## src/rtl/alu_muldiv_seq.sv

```systemverilog
// Iterative unsigned MUL/MULHU/DIVU/REMU sequencer that borrows the core ALU for
// one add or subtract per cycle, handing results back over a valid/ready port.
//
// state | meaning
// IDLE  | waiting for a request, ALU released to the core
// RUN   | one shift-add / restoring-divide step per cycle, ALU owned
// DONE  | result presented, held until the consumer takes it
module alu_muldiv_seq #(
   parameter int          WIDTH   = 32,
   parameter int          CNT_W   = 6,
   parameter logic [3:0]  ALU_ADD = 4'b0010,
   parameter logic [3:0]  ALU_SUB = 4'b0110
) (
   input  logic             clk,
   input  logic             reset,
   input  logic             req_valid,
   output logic             req_ready,
   input  logic [1:0]       req_op,
   input  logic [WIDTH-1:0] req_a,
   input  logic [WIDTH-1:0] req_b,
   output logic             resp_valid,
   input  logic             resp_ready,
   output logic [WIDTH-1:0] resp_data,
   output logic             alu_own,
   output logic [WIDTH-1:0] alu_srca,
   output logic [WIDTH-1:0] alu_srcb,
   output logic [3:0]       alu_ctrl,
   input  logic [WIDTH-1:0] alu_result
);

   typedef enum logic [1:0] {
      S_IDLE = 2'd0,
      S_RUN  = 2'd1,
      S_DONE = 2'd2
   } state_t;

   localparam logic [CNT_W-1:0] CNT_LAST = CNT_W'(WIDTH - 1);

   state_t             state_q, state_d;
   logic [CNT_W-1:0]   cnt_q, cnt_d;
   logic [1:0]         op_q, op_d;
   // acc holds hi (multiply) or rem (divide); sh holds lo or quot; opb holds mcand or dvsr
   logic [WIDTH-1:0]   acc_q, acc_d;
   logic [WIDTH-1:0]   sh_q, sh_d;
   logic [WIDTH-1:0]   opb_q, opb_d;

   logic [WIDTH-1:0]   mul_sum;
   logic               mul_carry;
   logic [WIDTH-1:0]   div_rs;
   logic               div_take;

   // Carry and borrow come from unsigned compares, so the ALU stays the only adder.
   assign mul_sum   = sh_q[0] ? alu_result : acc_q;
   assign mul_carry = sh_q[0] & (alu_result < acc_q);
   assign div_rs    = {acc_q[WIDTH-2:0], sh_q[WIDTH-1]};
   assign div_take  = acc_q[WIDTH-1] | !(div_rs < opb_q);

   always_comb begin
      state_d    = state_q;
      cnt_d      = cnt_q;
      op_d       = op_q;
      acc_d      = acc_q;
      sh_d       = sh_q;
      opb_d      = opb_q;
      req_ready  = 1'b0;
      resp_valid = 1'b0;
      resp_data  = '0;
      alu_own    = 1'b0;
      alu_srca   = '0;
      alu_srcb   = '0;
      alu_ctrl   = ALU_ADD;

      if (!reset) begin
         case (state_q)
            S_IDLE: begin
               req_ready = 1'b1;
               if (req_valid) begin
                  state_d = S_RUN;
                  cnt_d   = '0;
                  op_d    = req_op;
                  acc_d   = '0;
                  if (req_op[1]) begin
                     sh_d  = req_a;
                     opb_d = req_b;
                  end else begin
                     sh_d  = req_b;
                     opb_d = req_a;
                  end
               end
            end
            S_RUN: begin
               alu_own  = 1'b1;
               alu_srcb = opb_q;
               if (op_q[1]) begin
                  alu_srca = div_rs;
                  alu_ctrl = ALU_SUB;
                  acc_d    = div_take ? alu_result : div_rs;
                  sh_d     = {sh_q[WIDTH-2:0], div_take};
               end else begin
                  alu_srca = acc_q;
                  alu_ctrl = ALU_ADD;
                  acc_d    = {mul_carry, mul_sum[WIDTH-1:1]};
                  sh_d     = {mul_sum[0], sh_q[WIDTH-1:1]};
               end
               cnt_d = cnt_q + 1'b1;
               if (cnt_q == CNT_LAST) begin
                  state_d = S_DONE;
               end
            end
            S_DONE: begin
               resp_valid = 1'b1;
               case (op_q)
                  2'b00:   resp_data = sh_q;
                  2'b01:   resp_data = acc_q;
                  2'b10:   resp_data = sh_q;
                  default: resp_data = acc_q;
               endcase
               if (resp_ready) begin
                  state_d = S_IDLE;
               end
            end
            default: begin
               state_d = S_IDLE;
            end
         endcase
      end
   end

   always_ff @(posedge clk) begin
      if (reset) begin
         state_q <= S_IDLE;
         cnt_q   <= '0;
         op_q    <= '0;
         acc_q   <= '0;
         sh_q    <= '0;
         opb_q   <= '0;
      end else begin
         state_q <= state_d;
         cnt_q   <= cnt_d;
         op_q    <= op_d;
         acc_q   <= acc_d;
         sh_q    <= sh_d;
         opb_q   <= opb_d;
      end
   end

endmodule
```

## config.mk

```make
export PLATFORM = sky130hd
export DESIGN_NAME = alu_muldiv_seq
export DESIGN_NICKNAME = d
export VERILOG_FILES = /design/src/rtl/alu_muldiv_seq.sv
export SDC_FILE = /design/constraint.sdc
export NUM_CORES = 1
export LEC_CHECK = 0
export ABC_CLOCK_PERIOD_IN_PS = 5550
export CAP_MARGIN = 0
export CORE_ASPECT_RATIO = 0.9
export CORE_UTILIZATION = 40
export CTS_CLUSTER_DIAMETER = 80
export DETAILED_ROUTE_END_ITERATION = 6
export PLACE_DENSITY = 0.77
export SLEW_MARGIN = 20
export SYNTH_ARGS = -nofsm -noshare
export SYNTH_HDL_FRONTEND = slang
export SYNTH_SLANG_ARGS = --single-unit
```

## constraint.sdc

```tcl
create_clock -name clk -period 5.55 [get_ports clk]
set_clock_uncertainty 0.2 [all_clocks]
set_input_delay 0.8325 -clock clk [delete_from_list [all_inputs] [get_ports clk]]
set_output_delay 0.8325 -clock clk [all_outputs]
set_load 0.05 [all_outputs]
```

==> impl_metrics.py, run 1 <==
metrics = {
    "outcome": {
        "status": "complete, no violations",
    },
    "logic_synthesis": {
        "synth_cells": 1184,
        "avgSynthCellArea_sq_um": 7.575,
        "synth_area_sq_um": 8969,
        "yosys.cell_types.count": 53,
        "yosys_warnings": 0,
        "synth.ff_latch_count": 106,
        "synthArstFlopShare": 0,
        "synth_enable_flop_cells": 0,
        "ys_seq_area_frac": 0.2366,
        "synthFlopType": "dfxtp_1",
    },
    "worst_setup_path": {
        "cp_cell_sequence": "buf_4 > nand2b_2 > inv_2 > and2_1 > clkdlybuf4s50_1",
        "critPathArrivalTime_ns": 3.19,
        "cp_max_fo": 39,
        "cpPeakStageDelay_ns": 0.91,
        "worstPathRequired_ns": 4.52,
        "slowest_stage": "clkdlybuf4s50_1",
        "critPathCaptureType": "output port",
        "critPathKind": "input pin to output port",
        "cp-start-kind": "input pin",
    },
    "cells_and_area": {
        "drive_gt1_frac": 0.04268,
        "fin_nets": 1473,
        "layout_common_cells": "206 x nor2_1, 199 x clkdlybuf4s50_1, 160 x mux2i_1",
        "area_growth_pct": 26.06,
        "final_cells": 1603,
        "mostFrequentLayoutCell": "nor2_1",
        "antenna_cells": 0,
    },
    "floorplan": {
        "die_area_sq_um": 23030,
        "core_sq_um": 21820,
        "io_pins": 205,
        "initial_core_util": 0.4110,
        "core.rowCount": 51,
        "dieWidth_microns": 159.8,
        "die_h_microns": 144.1,
    },
    "place": {
        "place.gp.congestion": 0.8658,
        "portBuffers": 201,
        "hpwl_microns": 20830,
        "place_inst": 1588,
    },
    "power": {
        "vdd_drop_max_v": 0.0001525,
        "power_density_nw_per_um2": 196.2,
        "power_leakage_uw": 0.003967,
    },
    "clock_network": {
        "cts_tree": "done",
        "clock_latency_ns": 0.37,
        "clock-sinks": 106,
        "clock-root-buffer": "clkbuf_16",
        "htree_levels": 3,
        "cts_made_buffers": 9,
        "clockBufferDepth": 2,
        "postCtsSetupRepairBufs": 0,
        "path_clk_slew_ns": 0.08,
        "postCtsHoldBufs": 0,
        "ctsResizeCount": 0,
    },
    "sta": {
        "min_period_over_period": 0.7603,
        "slew_headroom": 0.3058,
        "finalSetupViolations": 0,
        "fin_crit_ns": 4.220,
        "finalMaxSlewViolations": 0,
        "rsz0062_at_grt": "false",
        "worst-slew-pin-transition_ns": 1.037,
        "fin_setup_tns_ns": 0,
        "final-hold-violation-count": 0,
        "max_freq_mhz": 237.0,
    },
    "detailed_routing": {
        "vias_per_cell": 5.654,
        "wl_per_cell_microns": 17.77,
        "drt_pass1_iterations": 5,
        "wirelength_microns": 28480,
        "route.vias.total": 9064,
        "drc": 0,
        "drtIter0Drc": 769,
        "antenna_left": 0,
    },
    "global_route": {
        "antenna_found_initial": 0,
        "grt.overflow.total": 0,
        "grt_use_total": 0.2442,
        "grt_pass1_wl_microns": 44850,
        "grt_pass1_vias": 8352,
        "grt_max_degree": 97,
    },
    "run": {
        "maxCapViolations": 0,
    },
    "hold_path": {
        "min_path_type": "flip-flop to flip-flop",
    },
}
## worst paths after layout
| kind | from | to | slack (ns) | cells past startpoint |
|---|---|---|---|---|
| max reg2reg | state_q[0]$_SDFFE_PP0P_ | acc_q[30]$_SDFFE_PP0P_ | 2.20 | 8 |
| min reg2reg | opb_q[8]$_SDFFE_PP0P_ | opb_q[8]$_SDFFE_PP0P_ | 0.30 | 2 |
| min | opb_q[8]$_SDFFE_PP0P_ | opb_q[8]$_SDFFE_PP0P_ | 0.30 | 2 |
| max | reset | alu_ctrl[2] | 1.33 | 5 |
## logic make-up after synthesis
group / after synthesis / synth area share
AO/OA/AOI/OAI: 315 / 0.2483
adder cells (fa/ha/maj): 63 / 0.08789
buffers and inverters: 166 / 0.07799
flip-flops: 106 / 0.2366
multiplexers: 161 / 0.1798
other: 2 / 0.0008374
AND/OR/NAND/NOR: 371 / 0.1685
## synthesized netlist by cell type, drive strengths merged, types with 3 or more instances
cell type | n | area (sq um)
o211ai | 6 | 45.04
a211oi | 125 | 988.5
nor3 | 4 | 20.02
nand2 | 122 | 457.9
nor2 | 207 | 777.0
nand4 | 10 | 62.56
a2111oi | 28 | 245.2
a21o | 34 | 255.2
nand2b | 5 | 31.28
o2111ai | 4 | 41.29
mux2i | 160 | 1602
a22oi | 3 | 22.52
clkbuf | 49 | 183.9
ha | 63 | 788.3
nand3 | 7 | 35.03
inv | 66 | 247.7
buf | 51 | 267.8
o21ai | 73 | 369.1
a21oi | 30 | 150.1
dfxtp | 106 | 2122
## layout make-up
| class | count | area (sq um) |
|---|---|---|
| clock buffer | 9 | 225.2 |
| fill | 2097 | 10520 |
| multi-input combinational | 913 | 6191 |
| tap | 291 | 364.1 |
| inverter | 66 | 247.7 |
| clock inverter | 6 | 57.56 |
| sequential | 106 | 2131 |
| timing repair buffer | 212 | 2090 |
## critical path: cells and delay by family
| kind | cells | cell delay [ns] |
|---|---|---|
| buffers and inverters | 3 | 1.33 |
| and+or+nand+nor | 2 | 0.99 |
## registers in the layout (all words and copies together) (netlist names)
signal,flops
cnt_q,6
state_q,2
acc_q,32
sh_q,32
opb_q,32
op_q,2
## metal layers
metal  up-vias  wire [microns]  global-route usage
met5         -               0                   0
met4         0             786             0.09123
met3        43            1533             0.03900
met2       296           12480              0.3781
met1      4241           13680              0.3407
li1       4484               -                   -
## report_power, final
group          internal [uW]  total [uW]  leakage [uW]  switching, uW
registers                813         907      0.000873           94.1
logic                    273         665       0.00295            392
clock network            314         646      0.000140            332
total                   1400        2220       0.00397            818
## through the flow
stage,instance area (sq um),hold slack (ns),util,worst slack [ns],total power [uW]
6_report,11310,0.3025,0.5181,1.330,2218
2_1_floorplan,8972,0.2612,-,2.046,1346
5_1_grt,11310,0.3157,0.5181,1.218,2324
3_5_place_dp,11020,0.2909,0.5049,1.341,1582
4_1_cts,11300,0.3019,0.5178,1.339,2215
3_3_place_gp,11010,0.2756,0.5046,1.370,1566
(Power assumes the default switching activity.)
==> run 2, diff against run 1 <==
ABC_CLOCK_PERIOD_IN_PS = 3650   (was 5550)
PLACE_DENSITY = 0.8   (was 0.77)
clock period = 3.65 ns   (was 5.55 ns; I/O delays follow)
==> run 2 against run 1 <==
- via count grew 3.6%
- first-iteration DRC count grew 22%
- sequential share of layout area shrank 1.2 points
- clock power grew 52%
- count of clock-buffer cells in the layout is the same
- sequential power grew 49%
- critical path depth grew 1
- routed wire length grew 5.6%
- hold slack lost 0.0041 ns
- register-to-register slack lost 1.4 ns
- critical endpoint is now alu_srcb[21]
- largest cell class unchanged
==> impl_metrics.py, run 2 (same netlist as run 1, synthesis figures left out) <==
metrics = {
    "cells_and_area": {
        "top_regs": "acc_q x32, opb_q x32, sh_q x32",
        "drive_gt1_frac": 0.1352,
        "layout_common_cells": "206 x nor2_1, 160 x mux2i_1, 121 x nand2_1",
        "antenna_cells": 0,
        "multi_input_area_sq_um": 6176,
        "fill_cells": 2007,
        "fin_nets": 1499,
        "area_growth_pct": 34.67,
        "fin_util": 0.5534,
        "regArea_sq_um": 2128,
        "mostFrequentLayoutCell": "nor2_1",
    },
    "detailed_routing": {
        "drtIter0Drc": 936,
        "route.vias.total": 9390,
        "drc": 0,
        "vias_per_cell": 5.761,
        "wl_per_cell_microns": 18.45,
        "wirelength_microns": 30070,
        "drt_pass1_iterations": 5,
        "antenna_left": 0,
    },
    "worst_setup_path": {
        "worstPathRequired_ns": 2.90,
        "slowest_stage": "dfxtp_1",
        "critPathCaptureType": "output port",
        "timing.critical_path.mode_cell": "buf_4",
        "path_delay_family": "buffers and inverters",
        "cp_max_fo": 36,
        "critPathKind": "flip-flop to output port",
        "cp-start-kind": "flip-flop",
        "critPathArrivalTime_ns": 2.26,
        "cp_cell_sequence": "nor2b_4 > buf_4 > nand2b_2 > buf_4 > nor2_1 > buf_12",
        "cpPeakStageDelay_ns": 0.53,
        "path_buf_inv": 3,
    },
    "power": {
        "power_density_nw_per_um2": 284.0,
        "power_leakage_uw": 0.004485,
        "vdd_drop_max_v": 0.0002265,
    },
    "sta": {
        "min_period_over_period": 0.8244,
        "fin_crit_ns": 3.009,
        "max_freq_mhz": 332.3,
        "timing.final.ws_setup_ns": 0.6409,
        "slew_headroom": 0.3426,
        "worst-slew-pin-transition_ns": 0.9861,
        "finalMaxSlewViolations": 0,
        "final-hold-violation-count": 0,
        "rsz0062_at_grt": "false",
        "fin_setup_tns_ns": 0,
        "finalSetupViolations": 0,
    },
    "clock_network": {
        "postCtsSetupRepairBufs": 0,
        "path_clk_slew_ns": 0.08,
        "ctsResizeCount": 0,
        "cts_made_buffers": 9,
        "clockBufferDepth": 2,
        "cts_tree": "done",
        "clock_latency_ns": 0.36,
        "postCtsHoldBufs": 0,
        "clock-root-buffer": "clkbuf_16",
        "clock-sinks": 106,
        "htree_levels": 3,
    },
    "outcome": {
        "status": "complete, no violations",
    },
    "floorplan": {
        "initial_core_util": 0.4110,
        "die_h_microns": 144.1,
        "die_area_sq_um": 23030,
        "io_pins": 205,
        "dieWidth_microns": 159.8,
        "core.rowCount": 51,
        "core_sq_um": 21820,
    },
    "place": {
        "hpwl_microns": 22620,
        "portBuffers": 201,
        "place_ws_ns": 0.4926,
        "place.gp.congestion": 0.9002,
    },
    "global_route": {
        "grt_use_total": 0.2576,
        "grt.overflow.total": 0,
        "grt_pass1_vias": 8679,
        "grt_max_degree": 78,
        "antenna_found_initial": 0,
        "grt_pass1_wl_microns": 47160,
    },
    "run": {
        "maxCapViolations": 0,
    },
    "hold_path": {
        "min_path_type": "flip-flop to flip-flop",
    },
}
==> run 2: changes by cell type in the layout (fill, tap and decap cells not counted), moves of 2 or more <==
cell             delta
buf_12             +67
buf_4              +58
clkdlybuf4s50_1    -99
clkinv_4            -2
inv_8               -2
==> run 2: area by class of cell <==
cell class | count | share of cell area
clock buffer | 9 | 0.01865
clock inverter | 7 | 0.005076
inverter | 66 | 0.02051
multi-input combinational | 913 | 0.5113
sequential | 106 | 0.1762
tap | 291 | 0.03015
timing repair buffer | 238 | 0.2381
==> run 2: stage by stage <==
| stage | power (uW) | area, sq um | std cells | hold WS (ns) |
|---|---|---|---|---|
| 6_report | 3430 | 12080 | 1630 | 0.2985 |
| 5_1_grt | 3604 | 12080 | 1630 | 0.3309 |
| 4_1_cts | 3429 | 12080 | 1630 | 0.3008 |
| 3_5_place_dp | 2455 | 11790 | 1614 | 0.2898 |
| 3_3_place_gp | 2429 | 11790 | 1614 | 0.2782 |
| 2_1_floorplan | 2047 | 8972 | 1185 | 0.2612 |
==> run 2: final timing paths <==
path	start	endpoint	slack, ns	depth (start not counted)
worst min register to register	opb_q[28]$_SDFFE_PP0P_	opb_q[28]$_SDFFE_PP0P_	0.30	2
worst max-delay path	state_q[0]$_SDFFE_PP0P_	alu_srcb[21]	0.64	6
worst max register to register	acc_q[26]$_SDFFE_PP0P_	acc_q[31]$_SDFFE_PP0P_	0.80	7
worst min-delay path	opb_q[28]$_SDFFE_PP0P_	opb_q[28]$_SDFFE_PP0P_	0.30	2
==> run 2: worst min-delay path, cell delays in order, from the launching register on <==
cell and delay [ns]:
dfxtp_1 0.31, nor2_1 0.09, a211oi_1 0.05
==> run 2: routing by layer <==
layer | GRT usage | up-vias | share of wire
met5 | 0 | - | 0
met4 | 0.08471 | 0 | 0.024
li1 | - | 4541 | -
met3 | 0.04445 | 52 | 0.076
met1 | 0.3605 | 4396 | 0.46
met2 | 0.4004 | 401 | 0.44
==> run 2: power by group <==
part           total [uW]  switching [uW]  internal [uW]
Combinational        1100             636            459
Clock                 982             505            477
Sequential           1350             117           1240
